`config.mk`:
```
export PLATFORM = sky130hd
export DESIGN_NAME = dmc_descramble_demux
export DESIGN_NICKNAME = d
export VERILOG_FILES = /design/src/rtl/dmc_descramble_demux.sv
export SDC_FILE = /design/constraint.sdc
export NUM_CORES = 1
export LEC_CHECK = 0
export CORE_UTILIZATION = 45
export DETAILED_ROUTE_END_ITERATION = 6
export PLACE_DENSITY_LB_ADDON = 0.25
export SLEW_MARGIN = 10
export SYNTH_ARGS = -nofsm -noshare
export SYNTH_HDL_FRONTEND = slang
export SYNTH_SLANG_ARGS = --single-unit
```
`constraint.sdc`:
```
create_clock -name clk_i -period 3.7 [get_ports clk_i]
set_clock_uncertainty 0.15 [all_clocks]
set_input_delay 0.925 -clock clk_i [delete_from_list [all_inputs] [get_ports clk_i]]
set_output_delay 0.925 -clock clk_i [all_outputs]
set_load 0.01 [all_outputs]
```
`src/rtl/dmc_descramble_demux.sv`:
```
// Preamble hunt/confirm, payload descramble and MSB-first demux for the DMC edge-decoder bit stream.
// Optional feature macro: DMC_DESCRAMBLE_EN (payload XOR with LFSR keystream); undefined = raw payload.
module dmc_descramble_demux #(
  parameter int         WORD_W      = 8,
  parameter int         FRAME_WORDS = 4,
  parameter logic [7:0] PREAMBLE    = 8'hAC,
  parameter int         TIMEOUT_CYC = 255
`ifdef DMC_DESCRAMBLE_EN
  ,
  parameter logic [6:0] LFSR_SEED   = 7'h7F
`endif
) (
  input  logic              clk_i,
  input  logic              reset_n,
  input  logic              enable,
  input  logic              dec_bit,
  input  logic              dec_bit_vld,
  input  logic              dec_data_vld,
  output logic [WORD_W-1:0] rx_word,
  output logic              rx_word_vld,
  output logic              frame_done,
  output logic              frame_err,
  output logic              preamble_double_check,
  output logic              tdc_sum_vld_for_ten,
  output logic              tdc_sum_vld_for_fif,
  output logic [2:0]        state_dbg
);

  typedef enum logic [2:0] {
    S_IDLE    = 3'd0,
    S_HUNT    = 3'd1,
    S_PRE2    = 3'd2,
    S_PAYLOAD = 3'd3,
    S_DONE    = 3'd4
  } state_e;

  localparam int BC_W = (WORD_W > 8) ? $clog2(WORD_W) : 3;
  localparam int WC_W = $clog2(FRAME_WORDS + 1);
  localparam logic [BC_W-1:0] LAST_BIT  = BC_W'(WORD_W - 1);
  localparam logic [WC_W-1:0] LAST_WORD = WC_W'(FRAME_WORDS - 1);
  localparam logic [7:0]      TMO_LIMIT = 8'(TIMEOUT_CYC - 1);

  state_e            state_q, state_d;
  logic [7:0]        sh_q, sh_d, sh_shift;
  logic [BC_W-1:0]   bit_cnt_q, bit_cnt_d;
  logic [WC_W-1:0]   word_cnt_q, word_cnt_d;
  logic [7:0]        tmo_q, tmo_d;
  logic [WORD_W-1:0] word_q, word_d, next_word;
  logic [WORD_W-1:0] rx_word_q, rx_word_d;
  logic              rx_word_vld_q, rx_word_vld_d;
  logic              frame_done_q, frame_done_d;
  logic              frame_err_q, frame_err_d;
  logic              pdc_q, pdc_d;
  logic              active, timeout, enter_payload, pay_strobe, ks;

  assign pay_strobe = enable && dec_data_vld && dec_bit_vld && (state_q == S_PAYLOAD);

`ifdef DMC_DESCRAMBLE_EN
  logic [6:0] lfsr_q, lfsr_d;

  assign ks = lfsr_q[6] ^ lfsr_q[5];

  always_comb begin
    lfsr_d = lfsr_q;
    if (enter_payload)   lfsr_d = LFSR_SEED;
    else if (pay_strobe) lfsr_d = {lfsr_q[5:0], ks};
  end

  always_ff @(posedge clk_i or negedge reset_n) begin
    if (!reset_n) lfsr_q <= LFSR_SEED;
    else          lfsr_q <= lfsr_d;
  end
`else
  assign ks = 1'b0;
`endif

  // NOTE: every always_comb output gets a default first, so no path can leave a latch behind.
  always_comb begin
    state_d       = state_q;
    sh_d          = sh_q;
    bit_cnt_d     = bit_cnt_q;
    word_cnt_d    = word_cnt_q;
    tmo_d         = tmo_q;
    word_d        = word_q;
    rx_word_d     = rx_word_q;
    rx_word_vld_d = 1'b0;
    frame_done_d  = 1'b0;
    frame_err_d   = 1'b0;
    enter_payload = 1'b0;
    sh_shift      = {sh_q[6:0], dec_bit};
    next_word     = {word_q[WORD_W-2:0], dec_bit ^ ks};
    active        = (state_q == S_HUNT) || (state_q == S_PRE2) || (state_q == S_PAYLOAD);
    timeout       = active && !dec_bit_vld && (tmo_q >= TMO_LIMIT);

    // Saturating gap counter; any strobe clears it, so a strobe beats a same-cycle timeout.
    if (active) tmo_d = dec_bit_vld ? 8'd0 : ((tmo_q == 8'hFF) ? 8'hFF : tmo_q + 8'd1);

    if (!enable) begin
      state_d = S_IDLE;
    end else begin
      case (state_q)
        S_IDLE: if (dec_data_vld) begin
          state_d = S_HUNT;
          sh_d    = '0;
        end
        S_HUNT: begin
          if (!dec_data_vld) state_d = S_IDLE;
          else if (timeout) begin
            state_d     = S_IDLE;
            frame_err_d = 1'b1;
          end else if (dec_bit_vld) begin
            sh_d = sh_shift;
            if (sh_shift == PREAMBLE) state_d = S_PRE2;
          end
        end
        S_PRE2: begin
          if (!dec_data_vld || timeout) begin
            state_d     = S_IDLE;
            frame_err_d = 1'b1;
          end else if (dec_bit_vld) begin
            sh_d = sh_shift;
            if (dec_bit == PREAMBLE[3'd7 - bit_cnt_q[2:0]]) begin
              if (bit_cnt_q == BC_W'(7)) begin
                state_d       = S_PAYLOAD;
                enter_payload = 1'b1;
              end else begin
                bit_cnt_d = bit_cnt_q + 1'b1;
              end
            end else if (sh_shift == PREAMBLE) begin
              bit_cnt_d = '0;
            end else begin
              state_d = S_HUNT;
            end
          end
        end
        S_PAYLOAD: begin
          if (!dec_data_vld || timeout) begin
            state_d     = S_IDLE;
            frame_err_d = 1'b1;
          end else if (dec_bit_vld) begin
            word_d = next_word;
            if (bit_cnt_q == LAST_BIT) begin
              bit_cnt_d     = '0;
              rx_word_d     = next_word;
              rx_word_vld_d = 1'b1;
              word_cnt_d    = word_cnt_q + 1'b1;
              if (word_cnt_q == LAST_WORD) begin
                frame_done_d = 1'b1;
                state_d      = S_DONE;
              end
            end else begin
              bit_cnt_d = bit_cnt_q + 1'b1;
            end
          end
        end
        S_DONE:  if (!dec_data_vld) state_d = S_IDLE;
        default: state_d = S_IDLE;
      endcase
    end

    // Counters restart on every state change so they can never wrap across states.
    if (state_d != state_q) begin
      bit_cnt_d  = '0;
      word_cnt_d = '0;
      tmo_d      = '0;
    end
  end

  assign pdc_d = enter_payload;

  // NOTE: sequential state uses non-blocking assignments so all registers update together at the edge.
  always_ff @(posedge clk_i or negedge reset_n) begin
    if (!reset_n) begin
      state_q       <= S_IDLE;
      sh_q          <= '0;
      bit_cnt_q     <= '0;
      word_cnt_q    <= '0;
      tmo_q         <= '0;
      word_q        <= '0;
      rx_word_q     <= '0;
      rx_word_vld_q <= 1'b0;
      frame_done_q  <= 1'b0;
      frame_err_q   <= 1'b0;
      pdc_q         <= 1'b0;
    end else begin
      state_q       <= state_d;
      sh_q          <= sh_d;
      bit_cnt_q     <= bit_cnt_d;
      word_cnt_q    <= word_cnt_d;
      tmo_q         <= tmo_d;
      word_q        <= word_d;
      rx_word_q     <= rx_word_d;
      rx_word_vld_q <= rx_word_vld_d;
      frame_done_q  <= frame_done_d;
      frame_err_q   <= frame_err_d;
      pdc_q         <= pdc_d;
    end
  end

  assign rx_word               = rx_word_q;
  assign rx_word_vld           = rx_word_vld_q;
  assign frame_done            = frame_done_q;
  assign frame_err             = frame_err_q;
  assign preamble_double_check = pdc_q;
  assign state_dbg             = state_q;
  assign tdc_sum_vld_for_ten   = enable && dec_bit_vld && (state_q == S_PRE2) && (bit_cnt_q <= BC_W'(3));
  assign tdc_sum_vld_for_fif   = enable && dec_bit_vld && (state_q == S_PRE2) && (bit_cnt_q >= BC_W'(4));

endmodule

```
==> impl_metrics.yaml, run 1 <==
critical_path:
  cp-end-kind: "output pin"
  cp.arrival_ns: 2.24
  startpoint_type: "input port"
  crit_top_cell: "clkdlybuf4s50_1"
  path_class: "input port to output pin"
  path_delay_family: "buffers and inverters"
  slowest_delay_ns: 0.55
  crit_start: "dec_bit_vld"
  r2r-start: "bit_cnt_q[0]"
  crit_slowest_cell: "clkdlybuf4s50_1"
  cp_max_fo: 4
  crit_chain: "clkdlybuf4s50_1, o2111a_1, clkdlybuf4s50_1"
  required_ns: 2.62
  path_buf_inv: 2
sta:
  fin_crit_sh_pct: 89.7
  fin_crit_ns: 3.32
  hold_viol: 0
  fmax_ghz: 0.301
  hold-worst-slack_ns: 0.335
  worst_pin_slew_ns: 0.918
  finalMaxSlewViolations: 0
  relSlewSlack_pct: 38.8
  rsz0062_at_grt: "no"
  setup_tns_ns: 0
  setup_viol: 0
yosys:
  synth-simple-area-share_pct: 22.9
  synth_area_leaders: "dfrtp_1, mux2_2, nor3_2, nand2_1, ha_1"
  async_flop_share_pct: 100
  synth_xor_xnor_area_share_pct: 1.04
  yosysUniqueCellTypes: 50
  synthCells: 228
  synth.ff_latch_count: 43
  synth_common_cells: "dfrtp_1, nand2_1, mux2_2"
  synth-main-ff-cell: "dfrtp_1"
  yosysSeqAreaShare_pct: 44.5
  synth_compound_area_share_pct: 14.3
  syn_area_sq_um: 2420
  yosys.area_share.adder_pct: 3.63
  synth-edff-count: 0
  synth_fp_nets: 241
  yosysTopAreaCell: "dfrtp_1"
  synth_mux_area_share_pct: 9.68
  synth_top_cell_area_share_pct: 44.5
  ys_warn_count: 0
  synth_most_common_cell: "dfrtp_1"
  synth_top_family_by_area: "simple AND/OR/NAND/NOR gates"
  synth_area_per_cell_sq_um: 10.6
global_route:
  grt_max_degree: 44
  grt_pass1_wl_um: 7700
  grt.total_usage_pct: 18.3
  antenna_found_initial: 0
  grt_pass1_vias: 1668
  grt.overflow.total: 0
final_layout:
  area_growth_pct: 16.0
  diodes: 0
  instances_no_fill: 324
  fin_area_sq_um: 2800
  num-nets-final: 266
  drive_gt1_share_pct: 23.6
outcome:
  outcome: "finished, final reports clean"
floorplan:
  start_util_pct: 47.0
  row_count: 26
  die_y_um: 75.3
  core_sq_um: 5140
  die_width_um: 75.3
  die-area_sq_um: 5670
  ioPinCount: 23
place:
  placedCellCount: 316
  place.gp.congestion: 0.788
  post-dp-hpwl_um: 3210
  port_buffers: 22
  place_area_sq_um: 2720
clock_network:
  clock_latency_ns: 0.29
  clock_sinks: 43
  clk_pin_slew_ns: 0.08
  holdBufCountCts: 0
  cts_resized: 0
  post_cts_buffers: 0
  cts_tree: "yes"
  htreeDepth: 2
  clock_path_buffers: 2
  cts_made_buffers: 5
  root_buffer: "clkbuf_8"
routing:
  antenna_left: 0
  wl_per_cell_um: 14.3
  drt_first_pass_iters: 4
  drt-total-wl_um: 4640
  via_count: 1756
  drc: 0
  drt_iter0_markers: 102
  vias_per_cell: 5.42
worst_hold_path:
  hold_start: "sh_q[6]"
  hold_path.class: "flop to flop"
job:
  cap_violations: 0
power:
  powerDensity_nw_per_um2: 303
  power_leakage_uw: 0.00125
  ir_worst_vdd_uv: 175
[cell families (layout without fill, tap and decap cells)]
kind of cell    Yosys count  in the layout
mux                      21             21
buf+inv                  17             43
simple gates             88             88
flops                    43             43
xor+xnor                  2              2
compound gates           50             50
fa+ha+maj                 7              7
[flip-flops by register name (all words and copies together) (netlist names)]
register and count:
bit_cnt_q 3, frame_done 1, frame_err 1, preamble_double_check 1
rx_word 8, rx_word_vld 1, sh_q 7, state_dbg 3
tmo_q 8, word_cnt_q 3, word_q 7
[stage by stage]
step | worst slack [ns] | util (%) | total power [uW]
finish | 0.383 | 54.5 | 848
global route | 0.347 | 54.5 | 887
CTS | 0.386 | 54.5 | 864
detailed placement | 0.394 | 52.9 | 568
global placement | 0.390 | 52.9 | 568
floorplan | 0.988 | - | 535
[metal layers]
metal,GRT usage [%],vias to the layer above,share of wire [%]
met3,3.35,4,2.6
met4,6.79,0,1.2
met5,0,-,0
met2,30.1,24,47
li1,-,878,-
met1,24.0,850,49
[area by class of cell]
class	count	area (sq um)
Sequential cell	43	1080
Clock inverter	2	12.5
Tap cell	70	87.6
Inverter	5	18.8
Fill cell	513	2340
Multi-Input combinational cell	168	1250
Clock buffer	6	72.6
Timing Repair Buffer	30	288
[where the power goes]
| part | switching [uW] | internal, uW | leakage [uW] |
|---|---|---|---|
| clock network | 158 | 132 | 0.0000412 |
| registers | 4.41 | 473 | 0.000599 |
| logic | 49.4 | 30.6 | 0.000606 |
[worst register-to-register path, stage by stage, from the launching register on]
cell	delay (ns)
dfrtp_1	0.44
ha_1	0.21
ha_1	0.31
nand3_1	0.14
nor2b_1	0.17
o21bai_1	0.19
a211oi_2	0.21
a21oi_2	0.04
buf_4	0.20
nor4_1	0.32
[path summary, 6_finish.rpt]
path	endpoint	slack, ns	cells after the start
max in group asynchronous	tmo_q[2]	2.21	1
setup reg to reg	tmo_q[6]	1.21	9
min in group asynchronous	state_dbg[0]	0.61	1
setup / recovery	tdc_sum_vld_for_ten	0.38	3
hold reg to reg	sh_q[6]	0.34	2
hold / removal	sh_q[6]	0.34	2
[layout by cell type, fill, tap and decap left out, drive strengths merged, types with 3 or more instances in the layout]
cell type / n
o21bai: 4
ha: 7
nor4: 3
nor3: 13
and3: 7
buf: 9
o21ai: 12
a211oi: 3
inv: 5
nand3: 8
a31oi: 8
mux2: 16
dfrtp: 43
clkdlybuf4s50: 21
nor2: 12
nor2b: 5
nand2: 24
mux2i: 5
clkbuf: 6
a21oi: 15
No activity file was read; power rests on OpenSTA's default activity.
==> run 2, diff against run 1 <==
- CAP_MARGIN: default -> 10
- CORE_UTILIZATION: 45 -> 55
==> impl_metrics.yaml, run 2 (synthesis gave the netlist of run 1 again) <==
place:
  port_buffers: 22
  place.gp.congestion: 0.897
  post-dp-hpwl_um: 3320
  place_area_sq_um: 2670
final_layout:
  mostFrequentLayoutCell: "dfrtp_1"
  final_cell_mix: "dfrtp_1, nand2_1, clkdlybuf4s50_1"
  fin_area_sq_um: 2780
  num-nets-final: 264
  n_fill_cell: 318
  drive_gt1_share_pct: 23.4
  fin_util_pct: 67.5
  area_growth_pct: 15.0
  diodes: 0
job:
  cap_violations: 0
sta:
  setup_tns_ns: 0
  hold_viol: 0
  worst_pin_slew_ns: 0.914
  rsz0062_at_grt: "no"
  hold-worst-slack_ns: 0.341
  relSlewSlack_pct: 39.0
  setup_viol: 0
  fin_crit_ns: 3.32
  fmax_ghz: 0.301
  fin_crit_sh_pct: 89.8
  finalMaxSlewViolations: 0
power:
  power_leakage_uw: 0.00125
  intPower_uw: 700
  clkPwrFrac_pct: 40.0
  p_sw_share_pct: 24.1
  ir_worst_vdd_uv: 232
  power_switching_uw: 222
  powerDensity_nw_per_um2: 332
  combPwrFrac_pct: 7.9
  sequentialPowerShare_pct: 52.1
critical_path:
  crit_slowest_cell: "nor3_4"
  cp.arrival_ns: 3.31
  path_class: "input port to flop"
  cp-end-kind: "flop"
  crit_chain: "clkdlybuf4s50_1, buf_4, o21bai_1, o41ai_4, o21bai_2, a21oi_1, nor3_4, nor4_1"
  rrSetupSlack_ns: 0.96
  startpoint_type: "input port"
  required_ns: 3.69
  cp_max_fo: 14
  slowest_delay_ns: 0.61
global_route:
  grt.overflow.total: 0
  grt_pass1_wl_um: 7970
  antenna_found_initial: 0
  grt_pass1_vias: 1735
  grt.total_usage_pct: 23.4
  grt_max_degree: 44
clock_network:
  cts_resized: 0
  holdBufCountCts: 0
  clock_latency_ns: 0.30
  clock_sinks: 43
  cts_made_buffers: 5
  clk_pin_slew_ns: 0.08
  root_buffer: "clkbuf_8"
  htreeDepth: 2
  post_cts_buffers: 0
  cts_tree: "yes"
  clock_path_buffers: 2
routing:
  drt-total-wl_um: 4880
  antenna_left: 0
  via_count: 1821
  drt_first_pass_iters: 4
  drt_iter0_markers: 169
  wl_per_cell_um: 16.2
  drc: 0
  vias_per_cell: 6.03
floorplan:
  core_sq_um: 4120
  ioPinCount: 23
  die_width_um: 68.3
  start_util_pct: 58.7
  die-area_sq_um: 4660
  die_y_um: 68.3
  row_count: 23
outcome:
  outcome: "finished, final reports clean"
worst_hold_path:
  hold_path.class: "flop to flop"
-- run 2: changes by cell type in the layout (fill, tap and decap cells not counted) --
cell	change
bufinv_16	+1
buf_12	-1
clkinvlp_4	-1
clkinv_4	+1
buf_4	-1
clkbuf_1	-1
-- run 2: path summary, 6_finish.rpt --
| path | from | endpoint | depth (start not counted) |
|---|---|---|---|
| setup / recovery | dec_bit_vld | tmo_q[6] | 8 |
| hold / removal | sh_q[6] | sh_q[6] | 2 |
| setup reg to reg | bit_cnt_q[0] | tmo_q[6] | 8 |
| hold reg to reg | sh_q[6] | sh_q[6] | 2 |
| max in group asynchronous | reset_n | tmo_q[3] | 1 |
| min in group asynchronous | reset_n | state_dbg[2] | 1 |
-- run 2: critical path: cells and delay by family --
family | cells | cell delay [ns]
compound gates | 4 | 0.95
simple gates | 2 | 0.76
buf+inv | 2 | 0.65
-- run 2: area by class of cell --
class	count	area, sq um	share of cell area [%]
multi-input combinational	168	1250	44.9
sequential	43	1080	38.7
timing repair buffer	28	260	9.37
clock buffer	5	68.8	2.48
tap	50	62.6	2.25
clock inverter	3	43.8	1.58
inverter	5	18.8	0.676
-- run 2: power groups by stage --
stage | logic, uW | registers, uW | clock network (uW)
after CTS | 73.5 | 480 | 379
after detailed placement | 72.6 | 490 | 0
after global routing | 81.1 | 481 | 395
after global placement | 72.0 | 490 | 0
after floorplan | 47.6 | 487 | 0
final | 72.9 | 481 | 369
-- run 2: metal layers --
metal | vias to the layer above | part of all wire, % | track usage, %
met5 | - | 0 | 0
met4 | 0 | 2.1 | 8.59
met3 | 12 | 4.6 | 6.00
met2 | 54 | 48 | 36.3
met1 | 884 | 46 | 31.4
li1 | 871 | - | -
-- run 2: metrics by stage --
stage	setup slack, ns	total power (uW)	cells
2_1_floorplan	0.988	535	228
3_3_place_gp	0.211	562	294
3_5_place_dp	0.0995	562	294
4_1_cts	0.381	933	302
5_1_grt	0.217	958	302
6_report	0.378	922	302
==> run 3, diff against run 2 <==
- GPL_ROUTABILITY_DRIVEN: default -> 0
- GPL_TIMING_DRIVEN: default -> 0
==> impl_metrics.yaml, run 3 (synthesis gave the netlist of run 1 again) <==
critical_path:
  cp-end-kind: "output pin"
  crit_slowest_cell: "clkdlybuf4s50_1"
  r2r-end: "bit_cnt_q[2]"
  cp.arrival_ns: 2.53
  slowest_delay_ns: 0.53
  cp_max_fo: 19
  crit_chain: "clkdlybuf4s50_1, buf_2, o2111a_1, clkdlybuf4s50_1"
  path_buf_inv: 3
  rrSetupSlack_ns: 1.16
  ff2ff_path_depth: 9
  required_ns: 2.62
  startpoint_type: "input port"
  path_delay_family: "buffers and inverters"
  path_class: "input port to output pin"
  r2r-start: "bit_cnt_q[0]"
  crit_top_cell: "clkdlybuf4s50_1"
final_layout:
  final_cell_mix: "dfrtp_1, nand2_1, clkdlybuf4s50_1"
  diodes: 0
  n_fill_cell: 331
  fin_area_sq_um: 2810
  drive_gt1_share_pct: 24.1
  mostFrequentLayoutCell: "dfrtp_1"
  num-nets-final: 269
  area_growth_pct: 16.4
clock_network:
  clock_sinks: 43
  cts_resized: 0
  root_buffer: "clkbuf_8"
  htreeDepth: 2
  clk_pin_slew_ns: 0.08
  cts_tree: "yes"
  clock_path_buffers: 2
  post_cts_buffers: 0
  cts_made_buffers: 5
  holdBufCountCts: 0
  clock_latency_ns: 0.30
routing:
  drt_first_pass_iters: 4
  drt-total-wl_um: 4590
  antenna_left: 0
  wl_per_cell_um: 15.0
  drt_iter0_markers: 138
  vias_per_cell: 5.84
  via_count: 1794
  drc: 0
global_route:
  grt.total_usage_pct: 22.5
  grt_max_degree: 35
  grt.overflow.total: 0
  grt_pass1_wl_um: 7650
  grt_pass1_vias: 1718
  antenna_found_initial: 0
power:
  powerDensity_nw_per_um2: 327
  power_uw: 921
  ir_worst_vdd_uv: 244
  power_leakage_uw: 0.00127
floorplan:
  ioPinCount: 23
  row_count: 23
  die_width_um: 68.3
  core_sq_um: 4120
  die_y_um: 68.3
  start_util_pct: 58.7
  die-area_sq_um: 4660
worst_hold_path:
  hold_end: "sh_q[6]"
  hold_start: "sh_q[6]"
  hold_depth: 2
  hold_path.class: "flop to flop"
sta:
  rsz0062_at_grt: "no"
  fin_crit_ns: 3.60
  worst_pin_slew_ns: 0.419
  fin_crit_sh_pct: 97.4
  relSlewSlack_pct: 72.1
  finalMaxSlewViolations: 0
  setup_ws_ns: 0.0951
  setup_viol: 0
  hold_viol: 0
  fmax_ghz: 0.277
  setup_tns_ns: 0
outcome:
  outcome: "finished, final reports clean"
place:
  port_buffers: 21
  place_area_sq_um: 2700
  post-dp-hpwl_um: 3330
  pre_cts_ws_ns: -0.200
job:
  cap_violations: 0
[run 3: cell types whose count changed in the layout (fill, tap and decap cells not counted), sizes merged]
cell,delta
buf,+3
clkbuf,+3
clkdlybuf4s50,-1
[run 3: worst max path at each step]
| stage | start | to | cells past startpoint |
|---|---|---|---|
| 2_1_floorplan | dec_bit_vld | tdc_sum_vld_for_fif | 4 |
| 3_3_place_gp | dec_bit_vld | tdc_sum_vld_for_ten | 5 |
| 3_5_place_dp | dec_bit_vld | tdc_sum_vld_for_ten | 5 |
| 4_1_cts | dec_bit_vld | tdc_sum_vld_for_ten | 4 |
| 5_1_grt | dec_bit_vld | tdc_sum_vld_for_fif | 5 |
| 6_report | dec_bit_vld | tdc_sum_vld_for_ten | 4 |
[run 3: report_power, final]
group | leakage, uW | internal (uW) | switching (uW)
Combinational | 0.000614 | 28.0 | 49.6
Sequential | 0.000599 | 473 | 4.99
Clock | 0.0000581 | 201 | 164
Total | 0.00127 | 702 | 218
[run 3: metal layers]
| metal | global-route usage (%) | vias up | share of wire, % | routed length [um] |
|---|---|---|---|---|
| li1 | - | 877 | - | - |
| met1 | 31.0 | 866 | 48 | 2200 |
| met2 | 34.6 | 43 | 46 | 2130 |
| met3 | 5.00 | 8 | 4.4 | 203 |
| met4 | 8.07 | 0 | 1.4 | 66 |
| met5 | 0 | - | 0 | 0 |
[run 3: through the flow]
stage                     std cells  util [%]  hold slack, ns
after floorplan                 228         -           0.292
after global placement          299      65.3           0.312
after detailed placement        300      65.7           0.319
after CTS                       307      68.3           0.337
after global routing            307      68.3           0.348
final                           307      68.3           0.333
[run 3: final cells by class]
type	instances	area, sq um	share of cell area [%]
Buffer	11	70.1	2.49
Clock buffer	5	68.8	2.45
Clock inverter	3	43.8	1.56
Timing Repair Buffer	22	225	8.01
Multi-Input combinational cell	168	1250	44.4
Inverter	5	18.8	0.667
Sequential cell	43	1080	38.3
Tap cell	50	62.6	2.22
[run 3: worst reg2reg max path, delay by kind of cell, from the launching register on]
kind / cells / cell delay [ns]
AOI/OAI and AO/OA: 3 / 0.74
adders and majority gates: 2 / 0.51
buffers and inverters: 1 / 0.22
DFF: 1 / 0.44
and+or+nand+nor: 3 / 0.37
